--- src/rtl/fifo_wr_arbiter_pkg.sv ---
// rtl/fifo_wr_arbiter_pkg.sv - shared types and pointer helper for the FIFO write-port arbiter
package fifo_wr_arb_pkg;

  typedef enum logic {
    ARB_IDLE = 1'b0,
    ARB_LOCK = 1'b1
  } arb_state_t;

  // Cyclic increment with an explicit compare so non-power-of-two N wraps correctly
  function automatic int ptr_inc(input int p, input int n);
    return (p >= n - 1) ? 0 : p + 1;
  endfunction

endpackage

--- src/rtl/fifo_wr_arbiter_if.sv ---
// rtl/fifo_wr_arbiter_if.sv - requester and FIFO write-port signal bundle
interface fifo_wr_arbiter_if #(
  parameter int N_REQ      = 4,
  parameter int DATA_WIDTH = 64
);
  logic [N_REQ-1:0]            req_valid;
  logic [N_REQ*DATA_WIDTH-1:0] req_data;
  logic [N_REQ-1:0]            req_last;
  logic [N_REQ-1:0]            req_ready;
  logic                        fifo_wfull;
  logic                        fifo_winc;
  logic [DATA_WIDTH-1:0]       fifo_wdata;

  // Requesters plus the FIFO full flag: the environment around the arbiter
  modport master (
    output req_valid, req_data, req_last, fifo_wfull,
    input  req_ready, fifo_winc, fifo_wdata
  );

  // The arbiter itself
  modport slave (
    input  req_valid, req_data, req_last, fifo_wfull,
    output req_ready, fifo_winc, fifo_wdata
  );
endinterface

--- src/rtl/fifo_wr_arbiter_rr_pick.sv ---
// rtl/fifo_wr_arbiter_rr_pick.sv - rotating-priority encoder, first valid at or after base
module rr_pick #(
  parameter int N_REQ = 4,
  parameter int PW    = $clog2(N_REQ)
) (
  input  logic [N_REQ-1:0] req,
  input  logic [PW-1:0]    base,
  output logic [PW-1:0]    winner,
  output logic             any_valid
);

  int            idx_int;
  logic [PW-1:0] idx;

  // Scan N_REQ positions starting at base, wrapping by subtraction; first hit wins
  always_comb begin
    winner    = '0;
    any_valid = 1'b0;
    idx_int   = 0;
    idx       = '0;
    for (int k = 0; k < N_REQ; k++) begin
      idx_int = int'(base) + k;
      if (idx_int >= N_REQ) idx_int = idx_int - N_REQ;
      idx = PW'(idx_int);
      if (!any_valid && req[idx]) begin
        any_valid = 1'b1;
        winner    = idx;
      end
    end
  end

endmodule

--- src/rtl/fifo_wr_arbiter.sv ---
// rtl/fifo_wr_arbiter.sv - round-robin FIFO write-port arbiter; burst locking under FIFO_WR_ARB_BURST_EN
module fifo_wr_arbiter
  import fifo_wr_arb_pkg::*;
#(
  parameter int N_REQ      = 4,
  parameter int DATA_WIDTH = 64,
  parameter int BURST_MAX  = 16
) (
  input  logic                     wclk,
  input  logic                     reset,
  fifo_wr_arbiter_if.slave         bus,
  output logic [$clog2(N_REQ)-1:0] grant_id,
  output logic                     busy,
  output logic                     burst_err
);

  localparam int PW = $clog2(N_REQ);

  logic [PW-1:0] rr_ptr;
  logic [PW-1:0] pick;
  logic          any_valid;
  logic [PW-1:0] sel;
  logic          eligible;
  logic          xfer;

  rr_pick #(.N_REQ(N_REQ), .PW(PW)) u_pick (
    .req       (bus.req_valid),
    .base      (rr_ptr),
    .winner    (pick),
    .any_valid (any_valid)
  );

`ifdef FIFO_WR_ARB_BURST_EN
  localparam int BW = $clog2(BURST_MAX + 1);

  arb_state_t    state, state_nx;
  logic [PW-1:0] owner, owner_nx, rr_nx, grant_nx;
  logic [BW-1:0] beat_cnt, beat_nx, beat_inc;
  logic          err_nx;

  assign busy     = (state == ARB_LOCK);
  assign beat_inc = beat_cnt + BW'(1);

  // Select the candidate: the lock owner during a burst, else the rotating pick
  always_comb begin
    sel      = pick;
    eligible = any_valid;
    if (state == ARB_LOCK) begin
      sel      = owner;
      eligible = 1'b1;
    end
  end

  // Next state: open a lock on a non-last word, close it on last or beat limit
  always_comb begin
    state_nx = state;
    rr_nx    = rr_ptr;
    owner_nx = owner;
    beat_nx  = beat_cnt;
    err_nx   = burst_err;
    grant_nx = grant_id;
    if (xfer) begin
      grant_nx = sel;
      if (state == ARB_IDLE) begin
        if (bus.req_last[sel]) begin
          rr_nx = PW'(ptr_inc(int'(sel), N_REQ));
        end else begin
          state_nx = ARB_LOCK;
          owner_nx = sel;
          beat_nx  = BW'(1);
        end
      end else begin
        beat_nx = beat_inc;
        if (bus.req_last[sel] || (beat_inc == BW'(BURST_MAX))) begin
          state_nx = ARB_IDLE;
          rr_nx    = PW'(ptr_inc(int'(owner), N_REQ));
          beat_nx  = '0;
          if (!bus.req_last[sel]) err_nx = 1'b1;
        end
      end
    end
  end

  // State and pointer registers; reset abandons any lock
  always_ff @(posedge wclk) begin
    if (reset) begin
      state     <= ARB_IDLE;
      rr_ptr    <= '0;
      owner     <= '0;
      beat_cnt  <= '0;
      burst_err <= 1'b0;
      grant_id  <= '0;
    end else begin
      state     <= state_nx;
      rr_ptr    <= rr_nx;
      owner     <= owner_nx;
      beat_cnt  <= beat_nx;
      burst_err <= err_nx;
      grant_id  <= grant_nx;
    end
  end
`else
  logic unused_last;

  assign unused_last = ^bus.req_last;
  assign busy        = 1'b0;
  assign burst_err   = 1'b0;

  // Every word is its own burst, so the rotating pick is always the candidate
  always_comb begin
    sel      = pick;
    eligible = any_valid;
  end

  // Advance the pointer past the winner after each transfer
  always_ff @(posedge wclk) begin
    if (reset) begin
      rr_ptr   <= '0;
      grant_id <= '0;
    end else if (xfer) begin
      rr_ptr   <= PW'(ptr_inc(int'(sel), N_REQ));
      grant_id <= sel;
    end
  end
`endif

  // Zero-cycle accept: ready, strobe and data follow the candidate combinationally
  always_comb begin
    xfer           = eligible & bus.req_valid[sel] & ~bus.fifo_wfull & ~reset;
    bus.req_ready  = '0;
    if (eligible && !bus.fifo_wfull && !reset) bus.req_ready[sel] = 1'b1;
    bus.fifo_winc  = xfer;
    bus.fifo_wdata = bus.req_data[int'(sel)*DATA_WIDTH +: DATA_WIDTH];
  end

endmodule

--- src/flat_wrapper.sv ---
// flat-port wrapper written by rule: the top's interface ports become plain ports
module fifo_wr_arbiter_flat import fifo_wr_arb_pkg::*;
#(
  parameter int N_REQ      = 4,
  parameter int DATA_WIDTH = 64,
  parameter int BURST_MAX  = 16
)
  (wclk, reset, grant_id, busy, burst_err, bus_req_valid, bus_req_data, bus_req_last, bus_fifo_wfull, bus_req_ready, bus_fifo_winc, bus_fifo_wdata);
  fifo_wr_arbiter_if #(.N_REQ(N_REQ), .DATA_WIDTH(DATA_WIDTH)) bus_i ();
  input  logic wclk;
  input  logic reset;
  output logic [$clog2(N_REQ)-1:0] grant_id;
  output logic busy;
  output logic burst_err;
  input wire logic [$bits(bus_i.req_valid)-1:0] bus_req_valid;
  input wire logic [$bits(bus_i.req_data)-1:0] bus_req_data;
  input wire logic [$bits(bus_i.req_last)-1:0] bus_req_last;
  input wire logic [$bits(bus_i.fifo_wfull)-1:0] bus_fifo_wfull;
  output wire logic [$bits(bus_i.req_ready)-1:0] bus_req_ready;
  output wire logic [$bits(bus_i.fifo_winc)-1:0] bus_fifo_winc;
  output wire logic [$bits(bus_i.fifo_wdata)-1:0] bus_fifo_wdata;
  assign bus_i.req_valid = bus_req_valid;
  assign bus_i.req_data = bus_req_data;
  assign bus_i.req_last = bus_req_last;
  assign bus_i.fifo_wfull = bus_fifo_wfull;
  assign bus_req_ready = bus_i.req_ready;
  assign bus_fifo_winc = bus_i.fifo_winc;
  assign bus_fifo_wdata = bus_i.fifo_wdata;
  fifo_wr_arbiter #(.N_REQ(N_REQ), .DATA_WIDTH(DATA_WIDTH), .BURST_MAX(BURST_MAX)) u_core (.wclk(wclk), .reset(reset), .bus(bus_i), .grant_id(grant_id), .busy(busy), .burst_err(burst_err));
endmodule
--- config.mk ---
export PLATFORM = sky130hd
export DESIGN_NAME = fifo_wr_arbiter_flat
export DESIGN_NICKNAME = d
export VERILOG_FILES = /design/src/rtl/fifo_wr_arbiter_pkg.sv /design/src/rtl/fifo_wr_arbiter_if.sv /design/src/rtl/fifo_wr_arbiter_rr_pick.sv /design/src/rtl/fifo_wr_arbiter.sv /design/src/flat_wrapper.sv
export SDC_FILE = /design/constraint.sdc
export NUM_CORES = 1
export LEC_CHECK = 0
export ABC_AREA = 0
export CAP_MARGIN = 10
export CORE_AREA = 2 2 134 136
export CTS_CLUSTER_DIAMETER = 150
export CTS_CLUSTER_SIZE = 28
export DETAILED_ROUTE_END_ITERATION = 7
export DIE_AREA = 0 0 136 138
export PLACE_DENSITY_LB_ADDON = 0.08
export SETUP_SLACK_MARGIN = 0.3
export SLEW_MARGIN = 40
export SYNTH_ARGS = -nofsm -noshare
export SYNTH_HDL_FRONTEND = slang
export SYNTH_HIERARCHICAL = 1
export SYNTH_SLANG_ARGS = --single-unit
--- constraint.sdc ---
create_clock -name wclk -period 3.1 [get_ports wclk]
set_input_delay 0.31 -clock wclk [delete_from_list [all_inputs] [get_ports wclk]]
set_output_delay 0.31 -clock wclk [all_outputs]
set_load 0.005 [all_outputs]
* Yosys cells after proc, flatten, opt, wreduce, memory -nomap -nowiden
Cells that the tools add are included.
** Word-level totals
- Logic and storage cells :: 64
- Bits in registers :: 4
- Output and inout bits :: 73
- Input bits :: 267
** Cells by class
- Order comparisons :: 11
- Muxes and demuxes :: 26
- Reduce and logical (&&, ||, !) cells :: 11
- Bitwise operators :: 5
- Shifts and indexed selects :: 1
- Add/sub/neg operators :: 8
** Operator list (number)
- $shiftx 256x9->64 :: 1
- $mux 2 :: 9
- $lt 2x3->1 const B :: 5
- $bmux 1 s2 :: 5
- $mux 1 :: 10
- $ge 3x3->1 const B :: 3
- $sub 2x1->2 const B :: 4
- $add 2x2->3 const B :: 2
- $logic_and 1x1->1 :: 6
- $logic_not 1->1 :: 5
- $mux 4 :: 1
- $add 2x1->3 const B :: 1
- $and 1x1->1 :: 3
- $ge 2x3->1 const B :: 1
- $add 2x1->2 const B :: 1
- $demux 1 s2 :: 1
- $ge 2x1->1 const B :: 1
- $ge 2x2->1 const B :: 1
- $not 1->1 :: 2

* Longest topological paths before layout
Gate-level depths: netlist of run 1.
- Depth after elaboration :: 19
- Gate-level depth with buffers :: 8
- Mapped depth without buffers :: 7

* Hierarchy
Netlist of run 1, hierarchy kept.
** Modules (own cells, without submodules)
- fifo_wr_arbiter :: area an instance 1869.3 um^2, cells each 113, seq. area each 80.1 um^2, instances 1
- rr_pick :: area an instance 77.6 um^2, cells each 15, seq. area each 0.0 um^2, instances 1

* Least setup slack after synthesis of run 1
No wires, ideal clock.
- Kind :: reg2out
- Start point :: register u_core.rr_ptr[0]
- End point :: output bus_fifo_wdata[11]
- Cell stages (with the launch flop) :: 8
- Arrival :: 1964 ps
- Required time :: 2790 ps
- Setup slack :: 826 ps
- Buffers on the path :: 3
- Cell sequence :: dfxtp_1 > inv_2 > a221o_1 > a21oi_1 > clkbuf_1 > buf_6 > buf_6 > mux4_2
** On the way
- Longest elaborated chain between the ends :: 15
- Elaborated cells between the ends (all ways) :: 37
- Classes of those cells :: add/sub (7); order compare (4); shift (1); mux (19); reduce/logical (6)
** RTL lines
- start, declared :: RTL line fifo_wr_arbiter.sv:19 : logic [PW-1:0] rr_ptr;
- start signal, assigned :: RTL line fifo_wr_arbiter.sv:121 : rr_ptr <= PW'(ptr_inc(int'(sel), N_REQ));
- branches (longest 13 deep; another with $add 2x1->3)
- $mux 2 (*) :: RTL line fifo_wr_arbiter_rr_pick.sv:25 : if (!any_valid && req[idx]) begin
- via u_core.pick[0] :: RTL line fifo_wr_arbiter.sv:20 : logic [PW-1:0] pick;
- $shiftx 256x9->64 (*) :: RTL line fifo_wr_arbiter.sv:133 : bus.fifo_wdata = bus.req_data[int'(sel)*DATA_WIDTH +: DATA_WIDTH];
- end, declared :: RTL line flat_wrapper.sv:21 : output wire logic [$bits(bus_i.fifo_wdata)-1:0] bus_fifo_wdata;
Mark *: on every way through the listed nets, which the timed path passes. The select of a mux whose other input is x is not followed.

* Worst setup path after layout of run 1
- Start point :: input bus_req_valid[2]
- End point :: output bus_fifo_wdata[63]
** On the way
- Longest elaborated chain between the ends :: 13
- Elaborated cells between the ends (all ways) :: 22
- Classes of those cells :: shift (1); mux (15); reduce/logical (6)
** RTL lines
- start, declared :: RTL line flat_wrapper.sv:15 : input wire logic [$bits(bus_i.req_valid)-1:0] bus_req_valid;
- $bmux 1 s2 :: RTL line fifo_wr_arbiter_rr_pick.sv:25
- $mux 1 (implied by the code) :: RTL line fifo_wr_arbiter_rr_pick.sv:25
- $mux 1 :: RTL line fifo_wr_arbiter_rr_pick.sv:25
- $logic_not 1->1 :: RTL line fifo_wr_arbiter_rr_pick.sv:25
- $logic_and 1x1->1 :: RTL line fifo_wr_arbiter_rr_pick.sv:25
- $mux 1 :: RTL line fifo_wr_arbiter_rr_pick.sv:25
- $logic_not 1->1 :: RTL line fifo_wr_arbiter_rr_pick.sv:25
- $logic_and 1x1->1 :: RTL line fifo_wr_arbiter_rr_pick.sv:25
- $mux 1 :: RTL line fifo_wr_arbiter_rr_pick.sv:25
- $logic_not 1->1 :: RTL line fifo_wr_arbiter_rr_pick.sv:25
- $logic_and 1x1->1 :: RTL line fifo_wr_arbiter_rr_pick.sv:25
- $mux 2 (*) :: RTL line fifo_wr_arbiter_rr_pick.sv:25
- via u_core.pick[0] :: RTL line fifo_wr_arbiter.sv:20
- $shiftx 256x9->64 (*) :: RTL line fifo_wr_arbiter.sv:133
The timed path passes the listed nets; every way through them passes the cells marked *. The select of a mux whose other input is x is not followed.

==> impl_metrics.tcl, run 1 <==
set metrics [dict create \
    synth_warnings 6 \
    hold_viol 0 \
    cp_cell_sequence "dlygate4sd2_1, a221o_1, a21oi_4, buf_6, buf_12, buf_12, buf_4, mux4_2, dlygate4sd2_1" \
    track_usage_pct 15.1 \
    fin_crit_ns 2.74 \
    status "finished clean" \
    synth.distinct_cells 30 \
    drv_cap 0 \
    nNetsFinal 765 \
    via_per_inst 4.01 \
    ctsHoldBuffers 0 \
    cp_data_arrival_time_ns 2.43 \
    top_usage_layer "met2" \
    yosysSeqAreaShare_pct 4.11 \
    detail_route.wl_per_cell_um 20.8 \
    synth_compound_area_share_pct 4.37 \
    grt_max_degree 25 \
    grt_pass1_vias 3367 \
    fp.dieW_um 136 \
    pwr_density_cell_nw_per_um2 289 \
    synth_edf_count 0 \
    yosysMostFrequentCell "mux4_2" \
    post_synth.cell_area_avg_sq_um 15.2 \
    gp_congestion 0.807 \
    grt_setup_unrepaired "yes" \
    synth_commonest_cells "64 x mux4_2, 6 x buf_2, 5 x a21oi_1, 5 x buf_6, 5 x inv_1" \
    syn2layout_area_growth_pct 210 \
    grt_use_met3_pct 3.26 \
    synth_top_family_by_area "multiplexers" \
    fin_crit_sh_pct 88.5 \
    async_reset_ff_share_pct 0 \
    firstDrtPassIters 4 \
    clock_path_buffers 2 \
    cts.clk_slew.worst_paths_ns 0.03 \
    syn_inst 128 \
    slowest_stage "mux4_2" \
    rows 49 \
    cp-start-kind "input pin" \
    core_region_area_sq_um 17500 \
    drive_gt1_share_pct 25.0 \
    cts_root_buffer "clkbuf_16" \
    synth_mux_area_share_pct 76.7 \
    grt_use_met1_pct 15.6 \
    max_stage_delay_ns 0.47 \
    required_ns 2.79 \
    finalClockSkew_ns 0.00230 \
    ys_ff_latch 4 \
    antenna_found_initial 2 \
    dieHeight_um 138 \
    vias 2902 \
    fmax_mhz 364 \
    ios 340 \
    synth_top_area_share_pct 74.0 \
    hpwl_um 13000 \
    setup_viol 0 \
    synth-adder-area-share_pct 2.57 \
    yosys-top-cells-area "mux4_2 74%, dfxtp_1 4.1%, buf_6 2.9%" \
    numCtsBuffers 3 \
    cts_tree "built" \
    design_area_sq_um 6030 \
    clk_latency_ns 0.22 \
    synth_xor_xnor_area_share_pct 0 \
    synth_top_area_cell "mux4_2" \
    detail-route-antenna-nets 0 \
    drc 0 \
    syn_area_sq_um 1950 \
    placed_cell_area_sq_um 5680 \
    ir_worst_vdd_v 0.000126 \
    drv_slew 0 \
    portBuffers 333 \
    timing.setup.tns_ns 0 \
    power_leakage_nw 2.35 \
    gr-usage-met2_pct 30.6 \
    crit_type "in2out" \
    wirelength_um 15000 \
    worstHoldPathType "reg2reg" \
    start_util_pct 11.1 \
    die_area_sq_um 18800 \
    crit_path_end_kind "primary output" \
    drtIter0Drc 59 \
    htreeDepth 1 \
    grt_pass1_wl_um 21200 \
    cts.sinks 4 \
    cp_max_fo 8 \
    synthSimpleGateAreaFrac_pct 4.37 \
    ys.flop_type "dfxtp_1" \
    grt_overflow_total 0 \
]
-- critical path, delay by kind of cell --
kind	cells	cell delay, ns
AO/OA/AOI/OAI	2	0.57
buffers and inverters	6	1.07
multiplexers	1	0.47
-- power by group --
part	total, W	internal (W)	switching, W
Sequential	0.0000675	0.0000597	0.00000777
Combinational	0.00148	0.00102	0.000461
Clock	0.000201	0.000165	0.0000363
Total	0.00175	0.00124	0.000505
-- sequential cells by signal (all words and copies together), names as in the netlist --
| signal | flops |
|---|---|
| u_core/grant_id | 2 |
| u_core/rr_ptr | 2 |
-- path summary, 6_finish.rpt --
check	startpoint	end	slack, ns	depth (start not counted)
worst max-delay path	bus_req_valid[2]	bus_fifo_wdata[63]	0.36	9
worst min-delay path	u_core/grant_id[1]	u_core/grant_id[1]	0.48	2
worst max register to register	u_core/rr_ptr[0]	u_core/rr_ptr[1]	0.81	11
worst min register to register	u_core/grant_id[1]	u_core/grant_id[1]	0.48	2
-- layer usage --
layer  routed length (um)  vias to the layer above  part of all wire (%)
met5                    0                        -                     0
met4                  155                        0                   1.0
met3                 1270                       10                   8.4
met2                 8380                      180                    56
met1                 5230                     1405                    35
li1                     -                     1307                     -
-- per-stage QoR --
step	std cells	util (%)	power, W	setup WS, ns	hold slack, ns
2_1_floorplan	129	-	0.000635	0.826	0.464
3_3_place_gp	692	32.4	0.00153	-0.0562	0.467
3_5_place_dp	692	32.4	0.00152	-0.0555	0.480
4_1_cts	711	33.7	0.00174	0.331	0.485
5_1_grt	723	34.4	0.00185	0.277	0.537
6_report	723	34.4	0.00175	0.355	0.476
-- layout make-up --
class	instances	area (sq um)
Tap cell	229	287
Fill cell	1777	11500
Clock buffer	3	75.1
Timing Repair Buffer	377	3800
Antenna cell	2	5.00
Sequential cell	4	83.8
Multi-Input combinational cell	101	1750
Inverter	7	26.3
-- cell families (layout without fill, tap and decap cells) --
family / after synthesis / after routing
flops: 4 / 4
simple gates: 14 / 14
buf+inv: 24 / 387
other cells: 1 / 4
mux: 68 / 68
fa+ha+maj: 4 / 4
compound gates: 13 / 13
-- timing repair --
item	4_1_cts	5_1_grt
resized for setup	71	19
pin swaps	3	0
gates cloned	2	0
buffers inserted	14	10
setup endpoints to repair	69	24
-- layout by cell type (no fill, tap or decap), drive strengths merged --
cell / instances
o21a: 2
ha: 4
nor3b: 1
bufbuf: 1
a221o: 1
nor2b: 2
dlymetal6s2s: 12
and2: 4
o21ai: 2
o22a: 1
nor2: 1
mux2: 3
diode: 2
o22ai: 1
o221ai: 1
nand2b: 3
nand2: 2
dfxtp: 4
a21oi: 5
clkdlybuf4s50: 265
nand3: 1
clkbuf: 3
inv: 7
mux4: 64
clkdlybuf4s15: 8
conb: 2
mux2i: 1
dlygate4sd2: 47
buf: 44
Note: power is estimated with default switching activity, not from simulation.
==> run 2: changes to the inputs <==
HOLD_SLACK_MARGIN = 0.15   (was unset)
==> results of run 2 <==
No change in the layout: final DEF, timing and power equal those of run 1.
==> run 3: changes to the inputs <==
CORE_AREA = 4 4 128 130   (was 2 2 134 136)
DIE_AREA = 0 0 132 134   (was 0 0 136 138)
==> run 3 against run 2 <==
Compared with the run above: register-to-register slack about the same; utilization rose by 4.2 points; sequential power down 0.6%; clock skew decreased by 0.0013 ns; global-route usage fell by 0.099 points; largest cell class unchanged; highest routed layer is now met5.
==> impl_metrics.tcl, run 3 (synthesis results as in run 1) <==
set metrics [dict create \
    timing.setup.tns_ns 0 \
    core_region_area_sq_um 15100 \
    hpwl_um 12700 \
    hold_ws_ns 0.475 \
    crit_type "in2out" \
    cts_tree "built" \
    rrSetupSlack_ns 0.82 \
    final_cell_mix "262 x clkdlybuf4s50_1, 64 x mux4_2, 58 x dlygate4sd2_1" \
    vias 2810 \
    detail_route.wl_per_cell_um 21.2 \
    track_usage_pct 15.0 \
    nNetsFinal 756 \
    grt_setup_unrepaired "yes" \
    dieHeight_um 134 \
    min_to "u_core/grant_id[1]" \
    rr_endpoint "u_core/rr_ptr[1]" \
    cts_root_buffer "clkbuf_16" \
    worstHoldPathType "reg2reg" \
    fillerInstances 1494 \
    die_area_sq_um 17700 \
    r2r-start "u_core/rr_ptr[0]" \
    antenna_found_initial 3 \
    grt_max_degree 49 \
    cp_cell_sequence "dlygate4sd2_1, a221o_1, a21oi_4, buf_12, buf_4, buf_12, mux4_2, dlygate4sd2_1" \
    cp_data_arrival_time_ns 2.42 \
    detail-route-antenna-nets 0 \
    slowest_stage "mux4_2" \
    fin_util_pct 38.6 \
    hold-path-cell-count 2 \
    firstDrtPassIters 4 \
    grt_pass1_wl_um 20400 \
    min-delay-start "u_core/grant_id[1]" \
    grt_overflow_total 0 \
    crit_path_end_kind "primary output" \
    setup_viol 0 \
    design_area_sq_um 5850 \
    via_per_inst 4.18 \
    rr_worst_depth 11 \
    drive_gt1_share_pct 24.6 \
    status "finished clean" \
    drtIter0Drc 58 \
    placed_cell_area_sq_um 5690 \
    ir_worst_vdd_v 0.000183 \
    start_util_pct 12.9 \
    hold_viol 0 \
    required_ns 2.79 \
    cp_max_fo 8 \
    clock_path_buffers 2 \
    cp-start-kind "input pin" \
    power_leakage_nw 2.23 \
    portBuffers 333 \
    layout_commonest_cell "clkdlybuf4s50_1" \
    drv_cap 0 \
    drv_slew 0 \
    clk_latency_ns 0.23 \
    top_regs "u_core/grant_id x2, u_core/rr_ptr x2" \
    wirelength_um 14200 \
    fin_crit_sh_pct 88.0 \
    drc 0 \
    grt_pass1_vias 3173 \
    ios 340 \
    htreeDepth 1 \
    numCtsBuffers 3 \
    fp.dieW_um 132 \
    syn2layout_area_growth_pct 201 \
    rows 45 \
    gp_congestion 0.827 \
    fmax_mhz 367 \
    finalClockSkew_ns 0.00102 \
    cts.clk_slew.worst_paths_ns 0.03 \
    fin_crit_ns 2.73 \
    cts.sinks 4 \
    pwr_density_cell_nw_per_um2 287 \
    max_stage_delay_ns 0.51 \
]
-- run 3: critical path: cells and delay by family --
family / cells / cell delay (ns)
muxes: 1 / 0.51
buffers and inverters: 5 / 0.93
AOI/OAI and AO/OA: 2 / 0.65
-- run 3: final cells by class --
cell class / count / area (sq um) / share of cell area [%]
antenna: 1 / 2.50 / 0.0428
clock buffer: 3 / 75.1 / 1.28
inverter: 7 / 26.3 / 0.449
multi-input combinational: 101 / 1750 / 29.9
sequential: 4 / 83.8 / 1.43
tap: 188 / 235 / 4.02
timing repair buffer: 368 / 3680 / 62.8
-- run 3: worst max-delay path by stage --
| stage | from | end | slack [ns] | depth (start not counted) |
|---|---|---|---|---|
| 2_1_floorplan | u_core/rr_ptr[0] | bus_fifo_wdata[11] | 0.83 | 7 |
| 3_3_place_gp | bus_req_valid[1] | bus_fifo_wdata[44] | -0.007 | 8 |
| 3_5_place_dp | bus_req_valid[1] | bus_fifo_wdata[44] | 0.02 | 8 |
| 4_1_cts | u_core/rr_ptr[0] | bus_fifo_wdata[55] | 0.34 | 7 |
| 5_1_grt | bus_req_valid[1] | bus_req_ready[1] | 0.28 | 10 |
| 6_report | bus_req_valid[2] | bus_fifo_wdata[21] | 0.37 | 8 |
-- run 3: repair_timing --
item                                   in CTS  in global routing
endpoints found under the hold margin       0                  0
resized for setup                          86                 12
pin swaps                                   2                  2
setup buffers                              12                  1
cloned                                      1                  0
hold buffers                                0                  0
setup endpoints to repair                  69                 10
-- run 3: where the power goes --
group          switching (W)  internal [W]
combinational       0.000439      0.000966
clock              0.0000393      0.000165
sequential        0.00000743     0.0000597
-- run 3: through the flow --
| stage | setup slack (ns) | std cells | total power [W] |
|---|---|---|---|
| finish | 0.372 | 672 | 0.00168 |
| global placement | -0.00736 | 654 | 0.00156 |
| CTS | 0.343 | 670 | 0.00170 |
| detailed placement | 0.0156 | 654 | 0.00155 |
| global route | 0.276 | 672 | 0.00179 |
| floorplan | 0.826 | 129 | 0.000635 |
-- run 3: metal layers --
metal | vias up | GRT usage [%] | share of wire (%)
li1 | 1292 | - | -
met1 | 1318 | 16.1 | 35
met2 | 182 | 29.1 | 54
met3 | 14 | 4.65 | 9.1
met4 | 4 | 2.45 | 1.3
met5 | - | 0 | 0.15
